--- src/rtl/sim_result_mailbox_pkg.sv ---
// Shared constants, types and helpers for the simulation result mailbox.
package sim_result_mailbox_pkg;

    localparam int unsigned CH_STRIDE = 32;
    localparam int unsigned CH_IDX_W  = 4;
    localparam int unsigned MAX_CH    = 16;
    localparam int unsigned WORD_W    = 32;

    localparam logic [4:0] OFF_CHECK  = 5'h00;
    localparam logic [4:0] OFF_FINISH = 5'h04;
    localparam logic [4:0] OFF_TYPE   = 5'h08;
    localparam logic [4:0] OFF_INDEX  = 5'h0C;
    localparam logic [4:0] OFF_RESULT = 5'h10;
    localparam logic [4:0] OFF_EXPECT = 5'h14;
    localparam logic [4:0] OFF_RSV0   = 5'h18;
    localparam logic [4:0] OFF_RSV1   = 5'h1C;

    typedef enum logic [1:0] {
        ST_RUN     = 2'd0,
        ST_PASS    = 2'd1,
        ST_FAIL    = 2'd2,
        ST_TIMEOUT = 2'd3
    } state_e;

    // Failure report frozen at the verdict.
    typedef struct packed {
        logic [CH_IDX_W-1:0] ch;
        logic [WORD_W-1:0]   ftype;
        logic [WORD_W-1:0]   index;
        logic [WORD_W-1:0]   result;
        logic [WORD_W-1:0]   expected;
    } fail_report_t;

    function automatic logic [WORD_W-1:0] byte_swap(input logic [WORD_W-1:0] d);
        return {d[7:0], d[15:8], d[23:16], d[31:24]};
    endfunction

endpackage

--- src/rtl/sim_result_mailbox_channel.sv ---
// One mailbox channel: report registers plus check/finished flags.
// Ports: clk_i/rst_ni clock and async reset, clear_i sync restart,
// we_i/off_i/wdata_i accepted write, finished_o registered finish bit,
// fin_nxt_c_o/fin_flag_nxt_c_o finish state as it will be after this edge,
// type_o/index_o/result_o/expect_o stored report words.
module sim_result_mailbox_channel
    import sim_result_mailbox_pkg::*;
(
    input  logic              clk_i,
    input  logic              rst_ni,
    input  logic              clear_i,
    input  logic              we_i,
    input  logic [4:0]        off_i,
    input  logic [WORD_W-1:0] wdata_i,
    output logic              finished_o,
    output logic              fin_nxt_c_o,
    output logic              fin_flag_nxt_c_o,
    output logic [WORD_W-1:0] type_o,
    output logic [WORD_W-1:0] index_o,
    output logic [WORD_W-1:0] result_o,
    output logic [WORD_W-1:0] expect_o
);

    logic              flag_q;
    logic              fin_q;
    logic              fin_flag_q;
    logic [WORD_W-1:0] type_q;
    logic [WORD_W-1:0] index_q;
    logic [WORD_W-1:0] result_q;
    logic [WORD_W-1:0] expect_q;
    logic              fin_we;

    assign fin_we = we_i && (off_i == OFF_FINISH);

    // Register bank; the flag is latched into fin_flag_q when FINISH lands.
    always_ff @(posedge clk_i or negedge rst_ni) begin
        if (!rst_ni) begin
            flag_q     <= 1'b0;
            fin_q      <= 1'b0;
            fin_flag_q <= 1'b0;
            type_q     <= '0;
            index_q    <= '0;
            result_q   <= '0;
            expect_q   <= '0;
        end else if (clear_i) begin
            flag_q     <= 1'b0;
            fin_q      <= 1'b0;
            fin_flag_q <= 1'b0;
            type_q     <= '0;
            index_q    <= '0;
            result_q   <= '0;
            expect_q   <= '0;
        end else if (we_i) begin
            case (off_i)
                OFF_CHECK:  flag_q   <= wdata_i[0];
                OFF_FINISH: begin
                    fin_q      <= 1'b1;
                    fin_flag_q <= flag_q;
                end
                OFF_TYPE:   type_q   <= wdata_i;
                OFF_INDEX:  index_q  <= wdata_i;
                OFF_RESULT: result_q <= wdata_i;
                OFF_EXPECT: expect_q <= wdata_i;
                default: ;
            endcase
        end
    end

    assign fin_nxt_c_o      = fin_q | fin_we;
    assign fin_flag_nxt_c_o = fin_we ? flag_q : fin_flag_q;
    assign finished_o       = fin_q;
    assign type_o           = type_q;
    assign index_o          = index_q;
    assign result_o         = result_q;
    assign expect_o         = expect_q;

endmodule

--- src/rtl/sim_result_mailbox.sv ---
// Bus-snooping result mailbox: decodes word writes into P_CH channels,
// runs the verdict FSM and watchdog, and reports the lowest failing channel.
// Ports: iCLOCK/inRESET clock and async reset, iCLEAR sync restart,
// iMEMORY_* snooped request, oDONE/oPASS/oFAIL/oTIMEOUT verdict,
// oFINISHED_MASK finished channels, oFAIL_* failing channel report,
// oBAD_ACCESS sticky misuse flag, oACCEPT_COUNT accepted writes.
module sim_result_mailbox
    import sim_result_mailbox_pkg::*;
#(
    parameter logic [31:0] P_BASE_ADDR     = 32'h0002_0000,
    parameter int unsigned P_CH            = 1,
    parameter bit          P_BYTE_SWAP     = 1'b1,
    parameter bit          P_ABORT_ON_FAIL = 1'b0,
    parameter logic [31:0] P_TIMEOUT       = 32'd750000
) (
    input  logic            iCLOCK,
    input  logic            inRESET,
    input  logic            iCLEAR,
    input  logic            iMEMORY_REQ,
    input  logic            iMEMORY_LOCK,
    input  logic            iMEMORY_RW,
    input  logic [1:0]      iMEMORY_ORDER,
    input  logic [31:0]     iMEMORY_ADDR,
    input  logic [31:0]     iMEMORY_DATA,
    output logic            oDONE,
    output logic            oPASS,
    output logic            oFAIL,
    output logic            oTIMEOUT,
    output logic [P_CH-1:0] oFINISHED_MASK,
    output logic [3:0]      oFAIL_CH,
    output logic [31:0]     oFAIL_TYPE,
    output logic [31:0]     oFAIL_INDEX,
    output logic [31:0]     oFAIL_RESULT,
    output logic [31:0]     oFAIL_EXPECT,
    output logic            oBAD_ACCESS,
    output logic [15:0]     oACCEPT_COUNT
);

    localparam logic [31:0] WIN_BYTES = 32'(P_CH * CH_STRIDE);

    state_e              state_q, state_d;
    logic                done_q, pass_q, fail_q, tout_q;
    logic                done_d, pass_d, fail_d, tout_d;
    fail_report_t        report_q, report_d, rep_sel;
    logic [31:0]         wd_q;
    logic [15:0]         cnt_q;
    logic                bad_q;

    logic [31:0]         win_off;
    logic                in_win, fmt_ok, reserved, fin_dup, run, hit, acc, bad, fin_acc, wd_expire;
    logic [CH_IDX_W-1:0] ch_sel;
    logic [4:0]          off;
    logic [WORD_W-1:0]   wdata;

    logic [P_CH-1:0]     ch_we, fin_q, fin_nxt, fflag_nxt;
    logic [MAX_CH-1:0]   fin_pad, fflag_pad;
    logic [WORD_W-1:0]   type_a   [P_CH];
    logic [WORD_W-1:0]   index_a  [P_CH];
    logic [WORD_W-1:0]   result_a [P_CH];
    logic [WORD_W-1:0]   expect_a [P_CH];

    // Address decode and access classification.
    assign win_off   = iMEMORY_ADDR - P_BASE_ADDR;
    assign in_win    = (iMEMORY_ADDR >= P_BASE_ADDR) && (win_off < WIN_BYTES);
    assign ch_sel    = win_off[8:5];
    assign off       = iMEMORY_ADDR[4:0];
    assign wdata     = P_BYTE_SWAP ? byte_swap(iMEMORY_DATA) : iMEMORY_DATA;
    assign fin_pad   = MAX_CH'(fin_q);
    assign fflag_pad = MAX_CH'(fflag_nxt);
    assign fmt_ok    = (iMEMORY_ORDER == 2'h2) && (iMEMORY_ADDR[1:0] == 2'b00);
    assign reserved  = (off == OFF_RSV0) || (off == OFF_RSV1);
    assign fin_dup   = (off == OFF_FINISH) && fin_pad[ch_sel];
    assign run       = (state_q == ST_RUN);
    assign hit       = run && iMEMORY_REQ && !iMEMORY_LOCK && iMEMORY_RW && in_win;
    assign bad       = hit && (!fmt_ok || reserved || fin_dup);
    assign acc       = hit && fmt_ok && !reserved && !fin_dup && !iCLEAR;
    assign fin_acc   = acc && (off == OFF_FINISH);
    assign wd_expire = (P_TIMEOUT != 32'd0) && (wd_q == P_TIMEOUT - 32'd1);

    for (genvar g = 0; g < int'(P_CH); g++) begin : g_ch
        assign ch_we[g] = acc && (ch_sel == CH_IDX_W'(g));
        sim_result_mailbox_channel u_ch (
            .clk_i            (iCLOCK),
            .rst_ni           (inRESET),
            .clear_i          (iCLEAR),
            .we_i             (ch_we[g]),
            .off_i            (off),
            .wdata_i          (wdata),
            .finished_o       (fin_q[g]),
            .fin_nxt_c_o      (fin_nxt[g]),
            .fin_flag_nxt_c_o (fflag_nxt[g]),
            .type_o           (type_a[g]),
            .index_o          (index_a[g]),
            .result_o         (result_a[g]),
            .expect_o         (expect_a[g])
        );
    end

    // Lowest-numbered channel that has finished (including this edge) with flag 0.
    always_comb begin
        rep_sel = '0;
        for (int c = int'(P_CH) - 1; c >= 0; c--) begin
            if (fin_nxt[c] && !fflag_nxt[c]) begin
                rep_sel.ch       = CH_IDX_W'(c);
                rep_sel.ftype    = type_a[c];
                rep_sel.index    = index_a[c];
                rep_sel.result   = result_a[c];
                rep_sel.expected = expect_a[c];
            end
        end
    end

    // FSM state register.
    always_ff @(posedge iCLOCK or negedge inRESET) begin
        if (!inRESET) state_q <= ST_RUN;
        else          state_q <= state_d;
    end

    // FSM next state; a deciding FINISH outranks watchdog expiry.
    always_comb begin
        state_d = state_q;
        if (iCLEAR) begin
            state_d = ST_RUN;
        end else if (state_q == ST_RUN) begin
            if (fin_acc && P_ABORT_ON_FAIL && !fflag_pad[ch_sel]) begin
                state_d = ST_FAIL;
            end else if (fin_acc && (&fin_nxt)) begin
                state_d = (&fflag_nxt) ? ST_PASS : ST_FAIL;
            end else if (wd_expire) begin
                state_d = ST_TIMEOUT;
            end
        end
    end

    // FSM outputs; the report is captured only on entry to FAIL.
    always_comb begin
        done_d   = (state_d != ST_RUN);
        pass_d   = (state_d == ST_PASS);
        fail_d   = (state_d == ST_FAIL);
        tout_d   = (state_d == ST_TIMEOUT);
        report_d = report_q;
        if (iCLEAR)                                     report_d = '0;
        else if ((state_q == ST_RUN) && (state_d == ST_FAIL)) report_d = rep_sel;
    end

    // Registered verdict, report, watchdog, counters.
    always_ff @(posedge iCLOCK or negedge inRESET) begin
        if (!inRESET) begin
            done_q   <= 1'b0;
            pass_q   <= 1'b0;
            fail_q   <= 1'b0;
            tout_q   <= 1'b0;
            report_q <= '0;
            wd_q     <= '0;
            cnt_q    <= '0;
            bad_q    <= 1'b0;
        end else begin
            done_q   <= done_d;
            pass_q   <= pass_d;
            fail_q   <= fail_d;
            tout_q   <= tout_d;
            report_q <= report_d;
            if (iCLEAR) begin
                wd_q  <= '0;
                cnt_q <= '0;
                bad_q <= 1'b0;
            end else begin
                if (run && (wd_q != '1))  wd_q  <= wd_q + 32'd1;
                if (acc && (cnt_q != '1)) cnt_q <= cnt_q + 16'd1;
                if (bad)                  bad_q <= 1'b1;
            end
        end
    end

    assign oDONE          = done_q;
    assign oPASS          = pass_q;
    assign oFAIL          = fail_q;
    assign oTIMEOUT       = tout_q;
    assign oFINISHED_MASK = fin_q;
    assign oFAIL_CH       = report_q.ch;
    assign oFAIL_TYPE     = report_q.ftype;
    assign oFAIL_INDEX    = report_q.index;
    assign oFAIL_RESULT   = report_q.result;
    assign oFAIL_EXPECT   = report_q.expected;
    assign oBAD_ACCESS    = bad_q;
    assign oACCEPT_COUNT  = cnt_q;

endmodule
--- config.mk ---
export PLATFORM = sky130hd
export DESIGN_NAME = sim_result_mailbox
export DESIGN_NICKNAME = d
export VERILOG_FILES = /design/src/rtl/sim_result_mailbox_pkg.sv /design/src/rtl/sim_result_mailbox_channel.sv /design/src/rtl/sim_result_mailbox.sv
export SDC_FILE = /design/constraint.sdc
export NUM_CORES = 1
export LEC_CHECK = 0
export BUFFER_PORTS_ARGS = -buffer_cell sky130_fd_sc_hd__clkbuf_2
export CORE_MARGIN = 2
export CORE_UTILIZATION = 37
export DETAILED_ROUTE_END_ITERATION = 7
export PLACE_DENSITY = 0.52
export SLEW_MARGIN = 0
export SYNTH_ARGS = -nofsm -noshare
export SYNTH_HDL_FRONTEND = slang
export SYNTH_SLANG_ARGS = --single-unit
--- constraint.sdc ---
create_clock -name iCLOCK -period 7.62 [get_ports iCLOCK]
set_clock_uncertainty 0.05 [all_clocks]
set_input_delay 1.524 -clock iCLOCK [delete_from_list [all_inputs] [get_ports iCLOCK]]
set_output_delay 1.524 -clock iCLOCK [all_outputs]
set_load 0.05 [all_outputs]
# Yosys cells after proc, flatten, opt, wreduce, memory -nomap -nowiden
# Cells that the tools add are included.
[classes] n_bitwise=1 muxes=38 eq_ne=14 add_sub_neg=3 n_reduce_logical=51 order_cmp=3
[op_table] cell="32-bit two-way mux" count=14
[op_table] cell="132-bit two-way mux" count=2
[op_table] cell="128-bit two-way mux" count=1
[op_table] cell="32-bit by 1-bit adder with 32-bit output (second input constant)" count=1
[op_table] cell="32-bit by 20-bit equality test with 1-bit output (second input constant)" count=1
[op_table] cell="32-bit by 18-bit >= comparator with 1-bit output (second input constant)" count=1
[op_table] cell="32-bit by 6-bit less-than comparator with 1-bit output (second input constant)" count=1
[op_table] cell="16-bit two-way mux" count=2
[op_table] cell="32-bit inequality test (second input constant)" count=1
[op_table] cell="32-bit by 18-bit subtractor with 32-bit output (second input constant)" count=1
[op_table] cell="2-bit nonzero test" count=12
[op_table] cell="5-bit equality test (second input constant)" count=4
[op_table] cell="1-bit logical AND" count=20
[op_table] cell="16-bit by 1-bit adder with 16-bit output (second input constant)" count=1
[op_table] cell="16-bit inequality test (second input constant)" count=1
[op_table] cell="1-bit two-way mux" count=13
[op_table] cell="2-bit AND reduction" count=6
[op_table] cell="5-bit by 4-bit equality test with 1-bit output (second input constant)" count=2
[op_table] cell="2-bit two-way mux" count=5
[op_table] cell="2-bit equality test (second input constant)" count=3
[op_table] cell="1-bit logical NOT" count=6
[op_table] cell="5-bit by 3-bit equality test with 1-bit output (second input constant)" count=1
[op_table] cell="5-bit logical NOT" count=1
[op_table] cell="4-bit by 5-bit less-than comparator with 1-bit output (second input constant)" count=1
[op_table] cell="other kinds (6)" count=9
[word_totals] in_bits=72 out_inout_bits=154 register_bits=318

# Depth between registers and ports, before layout
# Gate-level depths: netlist (run 1).
[logic_depth] depth_word=20 depth_mapped=12

# Hierarchy
# A second synthesis (run 1) with hierarchy kept.
[hier_totals] hier_cells=1410 hier_area_um2=14667.8
[by_module_without_submodules] module="sim_result_mailbox" area_each_um2=8754.6 cells_each=936 instances=1
[by_module_without_submodules] module="sim_result_mailbox_channel" area_each_um2=5913.2 cells_each=474 instances=1

# Worst setup path before layout (run 1)
# Ideal clock, no wire load.
[synth_path] kind="input to register" start="in iMEMORY_ADDR[1]" end="reg cnt_q[9], in the netlist oACCEPT_COUNT[9]" arrival_ps=3887 path_stages=8 path_buffers=1 setup_slack_ps=3559 setup_time_ps=125 cell_sequence="or4b_2 a21oi_1 nand2_1 nor4_1 and2_1 buf_2 and4_1 mux2_2"
[synth_between] elab_chain_len=10
[synth_lines] item="start, declared" line_no="sim_result_mailbox.sv:23" source="input logic [31:0] iMEMORY_ADDR,"
[synth_lines] item="32-bit by 18-bit subtractor with 32-bit output" line_no="sim_result_mailbox.sv:63" source="assign win_off = iMEMORY_ADDR - P_BASE_ADDR;"
[synth_lines] item="32-bit by 6-bit less-than comparator with 1-bit output" line_no="sim_result_mailbox.sv:64" source="assign in_win = (iMEMORY_ADDR >= P_BASE_ADDR) && (win_off < WIN_BYTES);"
[synth_lines] item="1-bit logical AND" line_no="sim_result_mailbox.sv:64"
[synth_lines] item="1-bit logical AND" line_no="sim_result_mailbox.sv:74" source="assign hit = run && iMEMORY_REQ && !iMEMORY_LOCK && iMEMORY_RW && in_win;"
[synth_lines] item="1-bit logical AND (2 in a row)" line_no="sim_result_mailbox.sv:76" source="assign acc = hit && fmt_ok && !reserved && !fin_dup && !iCLEAR;"
[synth_lines] item="1-bit logical AND * (2 in a row)" line_no="sim_result_mailbox.sv:76"
[synth_lines] item="1-bit logical AND *" line_no="sim_result_mailbox.sv:169" source="if (acc && (cnt_q != '1)) cnt_q <= cnt_q + 16'd1;"
[synth_lines] item="2-bit nonzero test (no source line) *"
[synth_lines] item="end signal, assigned" line_no="sim_result_mailbox.sv:169"
[synth_lines] item="end, declared" line_no="sim_result_mailbox.sv:46" source="logic [15:0] cnt_q;"
# Mark *: on every way between the ends. The rest lies on a longest branch, timed or not. The select of a mux whose other input is x is not followed.
# A chain may end at the register's enable or synchronous reset.

# Worst setup path in the final report (run 1)
[layout_path] start="in iMEMORY_ADDR[27]" end="reg report_q (netlist bit oFAIL_EXPECT[13])"
[layout_between] elab_chain_len=18
[layout_lines] item="32-bit by 18-bit subtractor with 32-bit output" line_no="sim_result_mailbox.sv:63"
[layout_lines] item="32-bit by 6-bit less-than comparator with 1-bit output" line_no="sim_result_mailbox.sv:64"
[layout_lines] item="1-bit logical AND *" line_no="sim_result_mailbox.sv:64"
[layout_lines] item="1-bit logical AND *" line_no="sim_result_mailbox.sv:74"
[layout_lines] item="1-bit logical AND * (4 in a row)" line_no="sim_result_mailbox.sv:76"
[layout_lines] item="1-bit logical AND" line_no="sim_result_mailbox.sv:81" source="assign ch_we[g] = acc && (ch_sel == CH_IDX_W'(g));"
[layout_lines] item="1-bit logical AND" line_no="sim_result_mailbox_channel.sv:33" source="assign fin_we = we_i && (off_i == OFF_FINISH);"
[layout_lines] item="1-bit two-way mux / 1-bit bitwise OR (equally long branches)" line_no="sim_result_mailbox_channel.sv:70, sim_result_mailbox_channel.sv:69"
[layout_lines] item="2-bit two-way mux / 1-bit logical AND (equally long branches)" line_no="sim_result_mailbox.sv:128, sim_result_mailbox.sv:127"
[layout_lines] item="2-bit two-way mux" line_no="sim_result_mailbox.sv:127" source="end else if (fin_acc && (&fin_nxt)) begin"
[layout_lines] item="2-bit two-way mux" line_no="sim_result_mailbox.sv:124" source="end else if (state_q == ST_RUN) begin"
[layout_lines] item="2-bit two-way mux" line_no="sim_result_mailbox.sv:122" source="if (iCLEAR) begin"
[layout_lines] item="2-bit equality test" line_no="sim_result_mailbox.sv:143" source="else if ((state_q == ST_RUN) && (state_d == ST_FAIL)) report_d = rep_sel;"
[layout_lines] item="1-bit logical AND" line_no="sim_result_mailbox.sv:143"
[layout_lines] item="2-bit nonzero test (no source line)"
[layout_lines] item="end signal, assigned" line_no="sim_result_mailbox.sv:162" source="report_q <= report_d;"
[layout_lines] item="end, declared" line_no="sim_result_mailbox.sv:44" source="fail_report_t report_q, report_d, rep_sel;"
# Marked as above.

==> results of run 1 <==
## per-stage QoR
stage | power [µW] | worst slack [ns] | utilization, % | hold WS (ns)
5_1_grt | 3703 | 2.099 | 44.66 | 0.4468
3_3_place_gp | 1834 | 1.922 | 41.38 | 0.4044
3_5_place_dp | 1834 | 1.821 | 41.38 | 0.4104
4_1_cts | 3627 | 2.382 | 44.66 | 0.4225
2_1_floorplan | 1749 | 3.559 | - | 0.3958
6_report | 3570 | 2.415 | 44.66 | 0.4080
## power by group through the flow
stage,sequential [µW],clock [µW],combinational (µW)
floorplan,1700,0,53.1
global placement,1700,0,139
detailed placement,1700,0,139
CTS,1670,1820,139
global route,1660,1890,150
finish,1670,1770,135
## synthesized netlist by cell type, drive strengths merged, types with 7 or more instances
cell type  count  area (µm²)
nor4          13       102.6
clkbuf        52       195.2
nand3b       110       825.8
inv           17       63.81
nor3          18       90.09
xnor2         19       166.4
nand4         16       106.4
nand3         27       135.1
a21oi         34       170.2
xor2          15       131.4
and3          11       68.82
dfrtp        313        7833
nor2         185       694.4
buf           32       175.2
or4            7       52.55
mux2i        129        1291
nand2        288        1089
## cells by family (layout without fill, tap and decap cells)
family | count (synthesis) | count (layout) | synth area share [%]
simple gates | 722 | 722 | 25.33
flops | 313 | 313 | 56.21
mux | 132 | 132 | 9.509
buf+inv | 101 | 314 | 3.116
compound gates | 69 | 69 | 3.403
xor+xnor | 34 | 34 | 2.137
fa+ha+maj | 3 | 3 | 0.2694
other cells | 1 | 4 | 0.02691
## area by class of cell
cell class                      instances  area share, %
Clock buffer                           56          6.697
Multi-Input combinational cell        964          34.24
Clock inverter                          9         0.6517
Timing Repair Buffer                  232          7.304
Sequential cell                       313          46.89
Tap cell                              511          3.828
Inverter                               17         0.3821
## layer usage
layer	GRT usage, %	routed length [µm]	up-vias
met2	28.85	16620	254
met1	28.63	17960	5239
met3	3.134	1945	46
li1	-	-	5010
met5	0	13	-
met4	4.177	529	2
## registers in the layout (all words and copies together) (netlist names), 2 cells and up
| name | cells |
|---|---|
| g_ch.u_ch.type_o | 32 |
| oFAIL_RESULT | 32 |
| oACCEPT_COUNT | 16 |
| g_ch.u_ch.index_o | 32 |
| oFAIL_INDEX | 32 |
| g_ch.u_ch.result_o | 32 |
| wd_q | 32 |
| oFAIL_TYPE | 32 |
| oFAIL_EXPECT | 32 |
| state_q | 2 |
| g_ch.u_ch.expect_o | 32 |
## worst max-delay path: stages
cell and delay (ns):
clkbuf_2 0.11, or4_1 0.58, o41ai_2 0.36, o2111ai_1 0.26, a2111oi_4 0.92, and3_4 1.09
buf_4 0.42, nand2_1 0.09, a21oi_1 0.15
## cells in the final DEF (no fill, tap or decap), types with 4 or more instances in the layout
| cell type | netlist | layout |
|---|---|---|
| nand4b_1 | 5 | 5 |
| nor2_1 | 185 | 185 |
| or2_2 | 5 | 5 |
| buf_4 | 4 | 10 |
| clkbuf_8 | 0 | 11 |
| a21o_1 | 4 | 4 |
| and3_1 | 11 | 10 |
| nand2b_1 | 6 | 6 |
| nor4_1 | 11 | 11 |
| nand3_1 | 27 | 25 |
| o31ai_1 | 5 | 5 |
| nand2_1 | 287 | 287 |
| clkbuf_16 | 0 | 38 |
| xor2_1 | 15 | 15 |
| dfrtp_1 | 313 | 313 |
| nand3b_1 | 110 | 110 |
| clkbuf_1 | 52 | 8 |
| clkinv_2 | 0 | 5 |
| or3_1 | 5 | 5 |
| and2_1 | 4 | 4 |
| nor4b_1 | 5 | 5 |
| conb_1 | 1 | 4 |
| or4_1 | 7 | 7 |
| nand4_1 | 15 | 15 |
| nor3_1 | 18 | 18 |
| mux2i_1 | 129 | 129 |
| and4_1 | 6 | 6 |
| a21oi_1 | 34 | 34 |
| inv_1 | 17 | 17 |
| xnor2_1 | 19 | 19 |
| clkbuf_2 | 0 | 219 |
## worst max path at each step
stage,startpoint,to,depth (start not counted)
2_1_floorplan,iMEMORY_ADDR[1],oACCEPT_COUNT[9],8
3_3_place_gp,iMEMORY_ADDR[27],oFAIL_EXPECT[13],9
3_5_place_dp,iMEMORY_ADDR[27],oFAIL_EXPECT[13],9
4_1_cts,iMEMORY_ADDR[27],oFAIL_EXPECT[13],9
5_1_grt,iMEMORY_ADDR[27],oFAIL_EXPECT[13],9
6_report,iMEMORY_ADDR[27],oFAIL_EXPECT[13],9
==> impl_results.md, run 1 <==
* # setup viols final at 0
* Leakage at 0.009169 µW
* Worst hold path type: flip-flop to flip-flop
* Vias per inst at 5.020
* Syn. warnings at 0
* Hold depth at 2
* R2R Setup Slk at 3.26 ns
* Crit. End Element: flip-flop
* Critical Path RT at 8.00 ns
* Largest net degree at the start of global routing at 169
* Diodes inserted at 0
* Cell count after placement at 2037
* Final min period at 5.205 ns
* Prevailing post-synth register cell: dfrtp_1
* Crit path launch type: primary input
* Root Buffer: clkbuf_16
* Row Count at 71
* Worst-path fanout max at 92
* CORE AREA at 0.03740 mm²
* Final Hold Viols at 0
* Routed WL at 37070 µm
* Final period util at 68.31%
* Reg clk slew, reported paths at 0.06 ns
* Slew at the pin with the worst max-slew slack at 1.160 ns
* RSZ-0062 raised after global routing: no
* CTS Hold Buffers Added at 0
* Avg Cell Area, Syn at 10.13 µm²
* Async set-reset flop share out of synthesis at 100.0%
* First-pass GRT wire length at 59440 µm
* Setup CP Type: primary input to flip-flop
* Fillers at 3707
* Port Buffers at 221
* DP Wirelength at 23170 µm
* Slew headroom at 22.64%
* Final Instance Count excl. Fillers at 2102
* Final ANT Viol Nets at 0
* Area of the die at 0.03923 mm²
* Max-cap viol count at 0
* Switch share at 22.14%
* Die width at 198.1 µm
* Pwr/cell area at 213.7 mW/mm²
* Pre-antenna DRT Iters at 4
* Worst EP arrival at 5.58 ns
* DRC Markers at 0
* Clock power frac at 49.6%
* Final GP Congestion at 0.8083
* Initial core utilization at 37.26%
* Max-slew violation count at 0
* Synth Cell Area at 0.01393 mm²
* CTS-repair resized insts at 0
* CTS tree: done
* Max clock buf depth at 3
* Inserted Clock Buffers at 37
* Reg2Reg Depth at 8
* Vert. Die Dim at 198.1 µm
* Fraction of layout cells with a size suffix above 1 at 19.42%
* CTS H-tree lvls at 2
* Flop pwr share at 46.7%
* Initial antenna violation count at 1
* Post-synth EDFFs at 0
* Int Pwr at 2780 µW
* Gr ovfl total at 0
* Fin nets at 1640
* Drt wl/cell at 17.64 µm
* Switching Power at 790.4 µW
* Post-route cell area at 0.01670 mm²
* Status: finished clean
* Postcts setup bufs at 0
* Worst hold start: g_ch[0].u_ch.index_o[0]
* Gate power share at 3.8%
* Highest Clock Rate at 192.1 MHz
* Reg2reg start: state_q[1]
* # clock sinks at 313
* I/O pins at 226
* Placed cell areas at 0.01547 mm²
* Multi-input gate area at 0.005719 mm²
* Cells after Synth at 1375
* Worst IR drop on VDD at 0.1244 mV
* Synth Register Bits at 313
* Iter 0 DRT Violations at 725
* Via count of the first global-routing pass at 10360
* Tot GR Track Use at 19.06%
* Worst skew pair latency at 0.52 ns
* Critical R2R Capture: oFAIL_EXPECT[13]
* Setup tns final at 0 ns
* Vias post-DR at 10550
* Area Growth Syn to Fin at 19.86%
* Sequential share of the synthesized area at 56.21%
* Worst Hold Endpoint: oFAIL_INDEX[0]
* Netlist cell types at 62
* FF+latch area at 0.007833 mm²
Power figures use the tool's default switching activity.
==> inputs of run 2 (changes only) <==
Settings changed: PLACE_DENSITY 0.52 to 0.54.
Clock period 7.62 ns to 4.6 ns, I/O delays scaled along.
==> run 2 against run 1 <==
  * Worst hold slack worse by 0.044 ns
  * Global-route usage up 0.062 points
  * Count of clock-buffer cells in the layout down 1
  * Critical path type unchanged
  * Highest routed layer is now met4
==> impl_results.md, run 2 (synthesized netlist as in run 1, its figures left out) <==
* Status: finished clean
* Critical R2R Capture: g_ch[0].u_ch.index_o[15]
* Worst skew pair latency at 0.52 ns (about the same)
* Initial antenna violation count at 0 (-1)
* Slew headroom at 28.82% (+6.2 points)
* Slew at the pin with the worst max-slew slack at 1.068 ns (-0.09271 ns)
* Final GP Congestion at 0.8217 (+1.7%)
* Cell count after placement at 2045 (+0.39%)
* Setup CP Type: primary input to flip-flop
* Reg2reg start: state_q[1]
* M1 WL at 17640 µm (-1.8%)
* DRC Markers at 0 (unchanged)
* R2R Setup Slk at 1.47 ns (-1.79 ns)
* Crit path launch type: primary input
* Fin nets at 1648 (+0.49%)
* Area of the die at 0.03923 mm² (unchanged)
* DP Wirelength at 23230 µm (+0.25%)
* Leakage at 0.009253 µW (+0.92%)
* Final Instance Count excl. Fillers at 2109 (+0.33%)
* Highest Clock Rate at 294.7 MHz
* Reg2Reg Depth at 8 (unchanged)
* Setup tns final at 0 ns (unchanged)
* Row Count at 71 (unchanged)
* Postcts setup bufs at 0 (unchanged)
* Total power at 5956 µW (+67%)
* RSZ-0062 raised after global routing: no
* Vias per inst at 5.003 (-0.33%)
* Final ANT Viol Nets at 0 (unchanged)
* Inserted Clock Buffers at 37 (unchanged)
* Pwr/cell area at 353.4 mW/mm² (+65%)
* CTS-repair resized insts at 0 (unchanged)
* Port Buffers at 221 (unchanged)
* Diodes inserted at 0 (unchanged)
* Gr ovfl total at 0 (unchanged)
* Worst-path fanout max at 21 (-77%)
* Multi-input gate area at 0.005719 mm² (unchanged)
* Fraction of layout cells with a size suffix above 1 at 20.15% (+0.73 points)
* Worst IR drop on VDD at 0.2542 mV (+100%)
* Final Hold Viols at 0 (unchanged)
* CP Launch Point: iMEMORY_ADDR[27]
* CTS Hold Buffers Added at 0 (unchanged)
* Vert. Die Dim at 198.1 µm (unchanged)
* CTS tree: done
* Final min period at 3.394 ns
* FF+latch area at 0.007833 mm² (unchanged)
* Metal3 WL at 1929 µm (-0.82%)
* Iter 0 DRT Violations at 661 (-8.8%)
* Fillers at 3593 (-3.1%)
* Critical Path RT at 4.93 ns (-3.07 ns)
* # clock sinks at 313 (unchanged)
* First-pass GRT wire length at 59390 µm (about the same)
* Commonest non-fill, non-tap cell in the layout: dfrtp_1
* CORE AREA at 0.03740 mm² (unchanged)
* Reg clk slew, reported paths at 0.06 ns (about the same)
* Largest net degree at the start of global routing at 129 (-24%)
* Max-cap viol count at 0 (unchanged)
* # setup viols final at 0 (unchanged)
* Routed WL at 36980 µm (-0.26%)
* Area Growth Syn to Fin at 20.95%
* Max-slew violation count at 0 (unchanged)
* Tot GR Track Use at 19.12% (+0.062 points)
* Crit. End Element: flip-flop
* Worst hold path type: primary input to asynchronous set/reset pin
* Die width at 198.1 µm (unchanged)
* Drt wl/cell at 17.53 µm (-0.59%)
* CTS H-tree lvls at 2 (unchanged)
* Max clock buf depth at 3 (unchanged)
* Via count of the first global-routing pass at 10520 (+1.6%)
* Initial core utilization at 37.26% (unchanged)
* I/O pins at 226 (unchanged)
* Final period util at 73.77%
* Max Used Layer: met4
* DR WL met2 at 16890 µm (+1.6%)
* Worst EP arrival at 3.72 ns (-1.86 ns)
* Commonest non-fill, non-tap cells in the layout: 313 x dfrtp_1, 287 x nand2_1, 219 x clkbuf_2
* Pre-antenna DRT Iters at 7 (+3)
* Root Buffer: clkbuf_16
* Vias post-DR at 10550 (unchanged)
## run 2: cell count changes in the layout (fill, tap and decap cells not counted), sizes merged
cell	delta
clkbuf	-1
inv	+2
clkinvlp	-1
buf	+8
clkinv	-1
## run 2: power by group
| group | total (µW) | internal (µW) | switching, µW |
|---|---|---|---|
| Clock | 2970 | 1840 | 1130 |
| Sequential | 2760 | 2760 | 2.90 |
| Combinational | 223 | 60.8 | 162 |
## run 2: final cells by class
type | count | area share [%]
Clock inverter | 9 | 0.6088
Multi-Input combinational cell | 964 | 33.93
Inverter | 17 | 0.3786
Timing Repair Buffer | 240 | 7.966
Sequential cell | 313 | 46.47
Clock buffer | 55 | 6.845
Tap cell | 511 | 3.794
## run 2: worst max-delay path by stage
| stage | to | slack [ns] |
|---|---|---|
| 5_1_grt | g_ch[0].u_ch.index_o[22] | 0.89 |
| 3_5_place_dp | g_ch[0].u_ch.index_o[20] | 0.59 |
| 6_report | g_ch[0].u_ch.index_o[15] | 1.21 |
| 4_1_cts | g_ch[0].u_ch.index_o[15] | 1.15 |
| 2_1_floorplan | oACCEPT_COUNT[9] | 1.14 |
| 3_3_place_gp | g_ch[0].u_ch.index_o[23] | 0.60 |
## run 2: metrics by stage
step                      utilization (%)  setup WS, ns  hold WS, ns  area (µm²)
after CTS                           45.06         1.152       0.3977       16850
after floorplan                         -         1.143       0.3958       13950
after global placement              41.70        0.6003       0.4038       15600
final                               45.06         1.206       0.3641       16850
after detailed placement            41.70        0.5922       0.4069       15600
after global routing                45.06        0.8877       0.4168       16850
## run 2: routing by layer
layer / GRT usage (%) / vias up
met4: 4.456 / 0
met5: 0 / -
met1: 27.68 / 5240
li1: - / 5036
met2: 29.88 / 239
met3: 3.373 / 36
## run 2: critical path: stages
cell and delay, ns:
clkbuf_2 0.11, or4_1 0.58, o41ai_2 0.35, o2111ai_1 0.25
a2111oi_0 0.55, nand4b_1 0.29, buf_4 0.36, mux2i_1 0.22
nor2_1 0.06
==> inputs of run 3 (changes only) <==
Clock period 4.6 ns to 2.9 ns, I/O delays scaled along.
==> run 3 against run 2 <==
  * Non-clock buffer count increased by 57
  * Largest power group unchanged
  * Sequential power increased by 59%
  * Sequential share of layout area decreased by 1.6 points
  * Highest routed layer unchanged
  * Power increased by 57%
  * Critical path type unchanged
  * Count of clock-buffer cells in the layout decreased by 3
  * Largest cell class unchanged
  * Flip-flop and latch count unchanged
  * Register-to-register slack got worse by 1.2 ns
==> impl_results.md, run 3 (synthesized netlist as in run 1, its figures left out) <==
* FF+latch area at 0.007833 mm² (unchanged)
* Clock power frac at 48.9% (-1.0 points)
* Leakage at 0.009586 µW (+3.6%)
* Commonest non-fill, non-tap cell in the layout: dfrtp_1
* CTS-repair resized insts at 0 (unchanged)
* Pre-antenna DRT Iters at 5 (-2)
* Vert. Die Dim at 198.1 µm (unchanged)
* Initial antenna violation count at 0 (unchanged)
* Status: finished clean
* Postcts setup bufs at 0 (unchanged)
* Row Count at 71 (unchanged)
* Max-cap viol count at 0 (unchanged)
* Worst IR drop on VDD at 0.3459 mV (+36%)
* Inserted Clock Buffers at 36 (-2.7%)
* Fraction of layout cells with a size suffix above 1 at 22.85% (+2.7 points)
* Worst hold path type: primary input to asynchronous set/reset pin
* Initial core utilization at 37.26% (unchanged)
* Diodes inserted at 0 (unchanged)
* Via count of the first global-routing pass at 10810 (+2.8%)
* Max-slew violation count at 0 (unchanged)
* Multi-input gate area at 0.005753 mm² (+0.59%)
* Met1 track demand over resource at 26.72% (-0.96 points)
* # clock sinks at 313 (unchanged)
* CTS H-tree lvls at 2 (unchanged)
* DP Wirelength at 25450 µm (+9.5%)
* Highest Clock Rate at 362.3 MHz
* First-pass GRT wire length at 60970 µm (+2.7%)
* Fin nets at 1704 (+3.4%)
* Largest net degree at the start of global routing at 123 (-4.7%)
* Final GP Congestion at 0.8411 (+2.4%)
* Critical Path RT at 3.22 ns (-1.71 ns)
* Die width at 198.1 µm (unchanged)
* Slew at the pin with the worst max-slew slack at 1.109 ns (+0.04093 ns)
* Worst-path fanout max at 32 (+52%)
* Placed cell areas at 0.01626 mm² (+4.2%)
* Flop pwr share at 46.8% (+0.5 points)
* I/O pins at 226 (unchanged)
* Vias per inst at 4.962 (-0.82%)
* Grt met2 use at 32.59% (+2.7 points)
* Commonest non-fill, non-tap cells in the layout: 313 x dfrtp_1, 287 x nand2_1, 219 x clkbuf_2
* Crit. End Element: flip-flop
* CORE AREA at 0.03740 mm² (unchanged)
* GRT Max-Usage Layer: met2
* DRC Markers at 0 (unchanged)
* Tot GR Track Use at 19.63% (+0.51 points)
* Setup tns final at 0 ns (unchanged)
* Cell count after placement at 2102 (+2.8%)
* Max clock buf depth at 3 (unchanged)
* Final period util at 95.18%
* Root Buffer: clkbuf_16
* Fillers at 3615 (+0.61%)
* Iter 0 DRT Violations at 642 (-2.9%)
* Gr ovfl total at 0 (unchanged)
* Final Instance Count excl. Fillers at 2165 (+2.7%)
* Port Buffers at 221 (unchanged)
* Final ANT Viol Nets at 0 (unchanged)
* Grt met3 use at 3.526% (+0.15 points)
* Switching Power at 2104 µW (+62%)
* RSZ-0062 raised after global routing: yes
* Switch share at 22.47% (+0.67 points)
* Worst EP arrival at 3.08 ns (-0.64 ns)
* Area Growth Syn to Fin at 25.25%
* Pwr/cell area at 536.3 mW/mm² (+52%)
* Vias post-DR at 10740 (+1.8%)
* Final Hold Viols at 0 (unchanged)
* Setup CP Type: primary input to flip-flop
* Reg clk slew, reported paths at 0.06 ns (about the same)
* # setup viols final at 0 (unchanged)
* Gate power share at 4.4% (+0.7 points)
* Int Pwr at 7257 µW (+56%)
* Total power at 9360 µW (+57%)
* Post-route cell area at 0.01745 mm² (+3.6%)
* CTS Hold Buffers Added at 0 (unchanged)
* Slew headroom at 26.09% (-2.7 points)
* Routed WL at 38010 µm (+2.8%)
* Final min period at 2.760 ns
* Drt wl/cell at 17.56 µm (+0.14%)
* CTS tree: done
* Crit path launch type: primary input
* Worst skew pair latency at 0.51 ns (about the same)
* Fin Hold WS at 0.0002008 ns (-0.3639 ns)
* Area of the die at 0.03923 mm² (unchanged)
[run 3: area by class of cell]
class	count	area share, %
clock buffer	52	6.144
clock inverter	11	0.6882
inverter	17	0.3656
multi-input combinational	964	32.96
sequential	313	44.88
tap	511	3.663
timing repair buffer	297	11.30
[run 3: power groups by stage]
stage	Clock [µW]	Sequential, µW	Combinational [µW]
5_1_grt	4890	4370	454
3_5_place_dp	0	4460	419
6_report	4570	4380	410
3_3_place_gp	0	4450	416
2_1_floorplan	0	4460	143
4_1_cts	4700	4380	420
[run 3: final timing paths]
check / to / cells after the start / startpoint / slack (ns)
setup reg to reg: wd_q[13] / 9 / wd_q[0] / 0.27
min in group iCLOCK: g_ch[0].u_ch.finished_o / 2 / iCLEAR / 0.32
max in group asynchronous: g_ch[0].u_ch.expect_o[9] / 2 / inRESET / 1.97
hold reg to reg: oFAIL_RESULT[29] / 2 / g_ch[0].u_ch.result_o[29] / 0.42
hold / removal: oFAIL_EXPECT[28] / 1 / inRESET / 0.0002
setup / recovery: g_ch[0].u_ch.index_o[10] / 9 / iMEMORY_ADDR[19] / 0.14
[run 3: layer usage]
metal	share of wire, %	wire [µm]
met1	45	17110
met2	48	18350
met3	4.8	1842
met4	1.8	698
met5	0	0
[run 3: stage by stage]
stage | utilization (%) | setup slack [ns]
after CTS | 46.66 | 0.09253
after floorplan | - | 0.0003670
final | 46.67 | 0.1397
after global placement | 43.47 | -0.4358
after detailed placement | 43.47 | -0.4353
after global routing | 46.67 | -0.008114
[run 3: critical path, stage by stage]
cell	delay (ns)
clkbuf_2	0.13
or4_4	0.57
o41ai_2	0.32
o2111ai_2	0.25
a2111oi_1	0.44
nand4b_1	0.23
buf_12	0.24
mux2i_1	0.20
nor2_1	0.05
